### src/rtl/dualpreg_rf.sv
// -----------------------------------------------------------------------------
// dualpreg_rf
//   2-read / 1-write register file for the RNBIP-2 datapath.
//   - Write data is selected from four sources (ALU, A bus, B bus, OR2).
//   - Both read ports are registered (1-cycle latency) and update together on re.
//   - A per-register busy bit marks registers awaiting a multi-cycle producer:
//     rsv_en sets it, a write clears it; a same-cycle write+reserve leaves it set.
//   - Indices >= NREGS are ignored on write/reserve and read back as 0.
//
// Configuration macro: DUALPREG_RF_BYPASS_EN
//   defined   : write-first; a read of the index written this cycle returns the
//               new data and post-update busy.
//   undefined : read-first; such a read returns pre-write data and busy.
//
// Ports
//   clk         in   system clock, rising edge
//   clr_n       in   asynchronous active-low reset
//   we          in   write enable
//   mux_sel     in   write source: 00 alu_in, 01 a_in, 10 b_in, 11 or2
//   write_seg   in   write register index
//   alu_in      in   ALU result
//   a_in        in   A bus
//   b_in        in   B bus
//   or2         in   operand register 2
//   re          in   read enable for both ports
//   read_seg_a  in   read index, port A
//   read_seg_b  in   read index, port B
//   rsv_en      in   reserve enable (mark rsv_seg busy)
//   rsv_seg     in   register index to reserve
//   dataout_a   out  registered read data, port A
//   dataout_b   out  registered read data, port B
//   busy_a      out  registered busy flag of read_seg_a
//   busy_b      out  registered busy flag of read_seg_b
// -----------------------------------------------------------------------------
module dualpreg_rf #(
  parameter int                 DATA_W    = 8,
  parameter int                 NREGS     = 8,
  parameter logic [DATA_W-1:0]  RESET_VAL = '0,
  localparam int                ADDR_W    = $clog2(NREGS)
) (
  input  logic              clk,
  input  logic              clr_n,
  input  logic              we,
  input  logic [1:0]        mux_sel,
  input  logic [ADDR_W-1:0] write_seg,
  input  logic [DATA_W-1:0] alu_in,
  input  logic [DATA_W-1:0] a_in,
  input  logic [DATA_W-1:0] b_in,
  input  logic [DATA_W-1:0] or2,
  input  logic              re,
  input  logic [ADDR_W-1:0] read_seg_a,
  input  logic [ADDR_W-1:0] read_seg_b,
  input  logic              rsv_en,
  input  logic [ADDR_W-1:0] rsv_seg,
  output logic [DATA_W-1:0] dataout_a,
  output logic [DATA_W-1:0] dataout_b,
  output logic              busy_a,
  output logic              busy_b
);

  logic [DATA_W-1:0] regs_q [NREGS];
  logic [DATA_W-1:0] regs_d [NREGS];
  logic [NREGS-1:0]  busy_q;
  logic [NREGS-1:0]  busy_d;

  logic [DATA_W-1:0] dataout_a_q, dataout_a_d;
  logic [DATA_W-1:0] dataout_b_q, dataout_b_d;
  logic              busy_a_q, busy_a_d;
  logic              busy_b_q, busy_b_d;

  logic [DATA_W-1:0] wdata;
  logic [DATA_W-1:0] rd_regs [NREGS];
  logic [NREGS-1:0]  rd_busy;

  // Write source select
  always_comb begin
    wdata = alu_in;
    case (mux_sel)
      2'b00:   wdata = alu_in;
      2'b01:   wdata = a_in;
      2'b10:   wdata = b_in;
      default: wdata = or2;
    endcase
  end

  // Next register/busy state. Indices are decoded by matching against every
  // valid slot, so an out-of-range index (non power-of-2 NREGS) hits nothing.
  // The reserve is applied after the write so a new producer wins.
  always_comb begin
    regs_d = regs_q;
    busy_d = busy_q;
    for (int k = 0; k < NREGS; k++) begin
      if (we && (write_seg == ADDR_W'(k))) begin
        regs_d[k] = wdata;
        busy_d[k] = 1'b0;
      end
    end
    for (int k = 0; k < NREGS; k++) begin
      if (rsv_en && (rsv_seg == ADDR_W'(k))) begin
        busy_d[k] = 1'b1;
      end
    end
  end

  // Read source: post-update state for write-first, current state for read-first
`ifdef DUALPREG_RF_BYPASS_EN
  always_comb begin
    rd_regs = regs_d;
    rd_busy = busy_d;
  end
`else
  always_comb begin
    rd_regs = regs_q;
    rd_busy = busy_q;
  end
`endif

  // Read ports: hold when re=0; out-of-range index returns zero data and busy
  always_comb begin
    dataout_a_d = dataout_a_q;
    dataout_b_d = dataout_b_q;
    busy_a_d    = busy_a_q;
    busy_b_d    = busy_b_q;
    if (re) begin
      dataout_a_d = '0;
      dataout_b_d = '0;
      busy_a_d    = 1'b0;
      busy_b_d    = 1'b0;
      for (int k = 0; k < NREGS; k++) begin
        if (read_seg_a == ADDR_W'(k)) begin
          dataout_a_d = rd_regs[k];
          busy_a_d    = rd_busy[k];
        end
        if (read_seg_b == ADDR_W'(k)) begin
          dataout_b_d = rd_regs[k];
          busy_b_d    = rd_busy[k];
        end
      end
    end
  end

  // Register stage: storage, scoreboard and read outputs
  always_ff @(posedge clk or negedge clr_n) begin
    if (!clr_n) begin
      for (int k = 0; k < NREGS; k++) begin
        regs_q[k] <= RESET_VAL;
      end
      busy_q      <= '0;
      dataout_a_q <= '0;
      dataout_b_q <= '0;
      busy_a_q    <= 1'b0;
      busy_b_q    <= 1'b0;
    end else begin
      regs_q      <= regs_d;
      busy_q      <= busy_d;
      dataout_a_q <= dataout_a_d;
      dataout_b_q <= dataout_b_d;
      busy_a_q    <= busy_a_d;
      busy_b_q    <= busy_b_d;
    end
  end

  assign dataout_a = dataout_a_q;
  assign dataout_b = dataout_b_q;
  assign busy_a    = busy_a_q;
  assign busy_b    = busy_b_q;

endmodule
### config.mk
export PLATFORM = sky130hd
export DESIGN_NAME = dualpreg_rf
export DESIGN_NICKNAME = d
export VERILOG_FILES = /design/src/rtl/dualpreg_rf.sv
export SDC_FILE = /design/constraint.sdc
export NUM_CORES = 1
export LEC_CHECK = 0
export BUFFER_PORTS_ARGS = -buffer_cell sky130_fd_sc_hd__buf_2
export CAP_MARGIN = 25
export CORE_ASPECT_RATIO = 0.5
export CORE_UTILIZATION = 52
export DETAILED_ROUTE_END_ITERATION = 12
export PLACE_DENSITY = 0.78
export SYNTH_ARGS = -nofsm -noshare
export SYNTH_HDL_FRONTEND = slang
export SYNTH_SLANG_ARGS = --single-unit
### constraint.sdc
create_clock -name clk -period 1.18 [get_ports clk]
set_input_delay 0.059 -clock clk [delete_from_list [all_inputs] [get_ports clk]]
set_output_delay 0.059 -clock clk [all_outputs]
set_load 0.03 [all_outputs]
==> flow_summary.json <==
{
  "layout.nets": 626,
  "setup_violations": 7,
  "grt.overflow.total": 0,
  "avgSynthCellArea_sq_um": 11.8,
  "routed_wl_um": 16000,
  "post-place-ws_ns": -0.330,
  "layout_common_cells": "94 x buf_4, 90 x dfrtp_1, 68 x mux2_2",
  "ys_top_cells_by_area": "dfrtp_1 45%, mux2_2 16%, mux4_2 4.5%",
  "drt_pass1_iterations": 7,
  "via_count": 4475,
  "fmax_ghz": 0.754,
  "startpoint_type": "flip-flop",
  "worstPathCellList": "mux4_2 -> nand2_2 -> a21oi_2 -> a21o_1",
  "crit_fanout": 2,
  "drt-initial-drc-count": 448,
  "required_ns": 1.42,
  "max_slew_margin_pct": 63.5,
  "reg2reg_slack_ns": -0.15,
  "place_area_sq_um": 6030,
  "violations": "negative setup slack",
  "post_route_cells_drive_above_1_share_pct": 53.8,
  "synth_warnings": 0,
  "min_period_ns": 1.33,
  "synth.yosys.seq_area_share_pct": 45.4,
  "cts_buffers": 9,
  "grt_pass1_vias": 4305,
  "peakVddDrop_v": 0.000847,
  "hold_class": "primary input to flip-flop",
  "synth_edf_count": 0,
  "final_core_utilization_pct": 73.7,
  "reg2reg_from": "rd_regs[15]",
  "holdPathEnd": "busy_q[5]",
  "synthXorXnorAreaFrac_pct": 0,
  "postLayoutCellArea_sq_um": 6620,
  "vias_per_cell": 6.42,
  "core_sq_um": 8980,
  "worst-path-buf-inv": 0,
  "clkSinkCount": 90,
  "die_w_um": 140,
  "critical_path_arrival_ns": 1.57,
  "fin_tns_setup_ns": -0.478,
  "synth_area_sq_um": 4960,
  "final_common_cell": "buf_4",
  "synthArstFlopShare_pct": 100,
  "antenna_found_initial": 0,
  "rows": 24,
  "path_class": "flip-flop to flip-flop",
  "grt_usage_pct": 33.0,
  "cts-root-buf": "clkbuf_16",
  "synthFlopType": "dfrtp_1",
  "crit_path_end_kind": "flip-flop",
  "ys_ff_latch": 90,
  "synth_mux_area_share_pct": 22.6,
  "drv_cap": 0,
  "max_stage_delay_ns": 0.53,
  "start_util_pct": 55.3,
  "die-area_sq_um": 9960,
  "grt_pass1_wl_um": 23800,
  "hpwl_um": 11400,
  "drc": 0,
  "worstMarginPinSlew_ns": 0.546,
  "skew_ns": 0.0114,
  "place_congestion": 0.954,
  "min_period_over_period_pct": 112,
  "syn_to_final_growth_pct": 33.3,
  "syn_inst": 422,
  "syn_nets": 473,
  "clk_latency_ns": 0.35,
  "hold_viol": 0,
  "cpLargestDelayFamily": "multiplexers",
  "min_path_cells": 3,
  "rr_endpoint": "dataout_a[7]",
  "cts_tree": "built",
  "die_y_um": 71.1,
  "antenna_cells": 0,
  "synth_cell_types": 47,
  "clock_path_buffers": 2,
  "reg2reg_depth": 4,
  "htree_levels": 3,
  "netlist.area_leader.share_pct": 45.4,
  "synth_top_family_by_area": "multiplexers",
  "port_buffers": 68,
  "status": "finished, violations left",
  "synth_top_area_cell": "dfrtp_1",
  "yosys.area_share.simple_pct": 9.28,
  "slowest_stage": "mux4_2",
  "grt_max_degree": 41,
  "synth-compound-area-share_pct": 18.7,
  "detail_route.wl_per_cell_um": 23.0,
  "min_from": "rsv_seg[2]",
  "clkTransAtPathRegs_ns": 0.07,
  "slew_violations": 0,
  "total_leakage_power_nw": 2.98,
  "ant_nets": 0,
  "yosys.area_share.adder_pct": 0,
  "rsz0062_at_grt": "yes",
  "setup_ws_ns": -0.147,
  "ios": 69,
  "p_per_area_nw_per_um2": 1590
}
## cell type report
| cell class | count | area [sq um] |
|---|---|---|
| repair buffers | 172 | 1200 |
| well taps | 117 | 146 |
| flip-flops and latches | 90 | 2250 |
| clock buffers | 9 | 225 |
| fillers | 574 | 2360 |
| multi-input cells | 293 | 2720 |
| clock inverters | 7 | 46.3 |
| inverters | 9 | 33.8 |
## report_power, final
group,switching (mW),internal (mW),total [mW]
Sequential,0.773,3.84,4.61
Clock,1.22,1.42,2.65
Combinational,1.52,1.73,3.25
Total,3.52,6.99,10.5
## how the worst max path moves through the flow
| stage | cells past startpoint | startpoint | endpoint | slack, ns |
|---|---|---|---|---|
| detailed placement | 7 | read_seg_b[2] | dataout_b[1] | -0.33 |
| finish | 4 | rd_regs[15] | dataout_a[7] | -0.15 |
| global placement | 7 | read_seg_b[2] | dataout_b[1] | -0.30 |
| floorplan | 4 | rd_regs[15] | dataout_a[7] | -0.003 |
| CTS | 4 | rd_regs[31] | dataout_a[7] | -0.12 |
| global route | 4 | rd_regs[15] | dataout_a[7] | -0.17 |
## registers in the layout, indices dropped and copies added (netlist names)
signal	flops
rd_regs	64
busy_q	8
dataout_a	8
dataout_b	8
busy_a	1
busy_b	1
## stage by stage
| stage | total power [mW] | hold slack, ns | cells |
|---|---|---|---|
| finish | 10.5 | 0.0333 | 697 |
| global route | 10.9 | 0.0818 | 697 |
| CTS | 10.2 | 0.0377 | 693 |
| detailed placement | 7.38 | 0.00253 | 669 |
| global placement | 7.23 | -0.00239 | 669 |
| floorplan | 6.01 | -0.237 | 422 |
## worst reg2reg max path, stage by stage (launching register included)
cell and delay, ns:
dfrtp_1 0.40, mux4_2 0.53, nand2_2 0.09, a21oi_2 0.05, a21o_1 0.15
## routing by layer
| metal | GRT usage, % | vias to the layer above | share of wire, % |
|---|---|---|---|
| li1 | - | 1947 | - |
| met1 | 47.2 | 2194 | 42 |
| met4 | 11.5 | 0 | 2.4 |
| met3 | 7.85 | 39 | 11 |
| met2 | 49.7 | 295 | 44 |
| met5 | 0 | - | 0 |
## Yosys cell counts, types with 2 or more instances
cell type / count
o221a_2: 4
nand2b_1: 8
buf_4: 3
nand3b_1: 5
nor3b_4: 2
nor3_4: 2
mux4_2: 10
a31o_2: 4
buf_2: 14
a221oi_1: 8
nand4_1: 2
nand4b_1: 3
inv_1: 7
o221ai_1: 5
dfrtp_1: 90
a21oi_1: 15
nor2b_1: 11
nand3_1: 4
clkbuf_1: 10
buf_6: 3
o211ai_1: 2
a21o_1: 8
o2bb2ai_1: 7
o21ai_0: 30
a31oi_1: 3
o31ai_1: 4
a22oi_1: 3
o311ai_1: 4
o32ai_1: 2
and4_1: 3
a211oi_1: 14
mux2_2: 70
mux2i_1: 11
nand2_1: 16
o22ai_1: 12
nor2_1: 4
and3b_1: 6
a21boi_0: 4
## what timing repair did
action                                 in CTS  in global routing
hold buffers                                3                  0
setup buffers                               5                  4
resized for setup                          22                 33
endpoints found under the hold margin      92                  0
pin swaps                                  17                 33
setup endpoints to repair                  16                 18
## cells by family (layout without fill, tap and decap cells)
| group | Yosys count | in the layout |
|---|---|---|
| buf+inv | 39 | 197 |
| compound gates | 134 | 134 |
| simple gates | 68 | 68 |
| mux | 91 | 91 |
| flops | 90 | 90 |
Note: power is estimated with default switching activity, not from simulation.
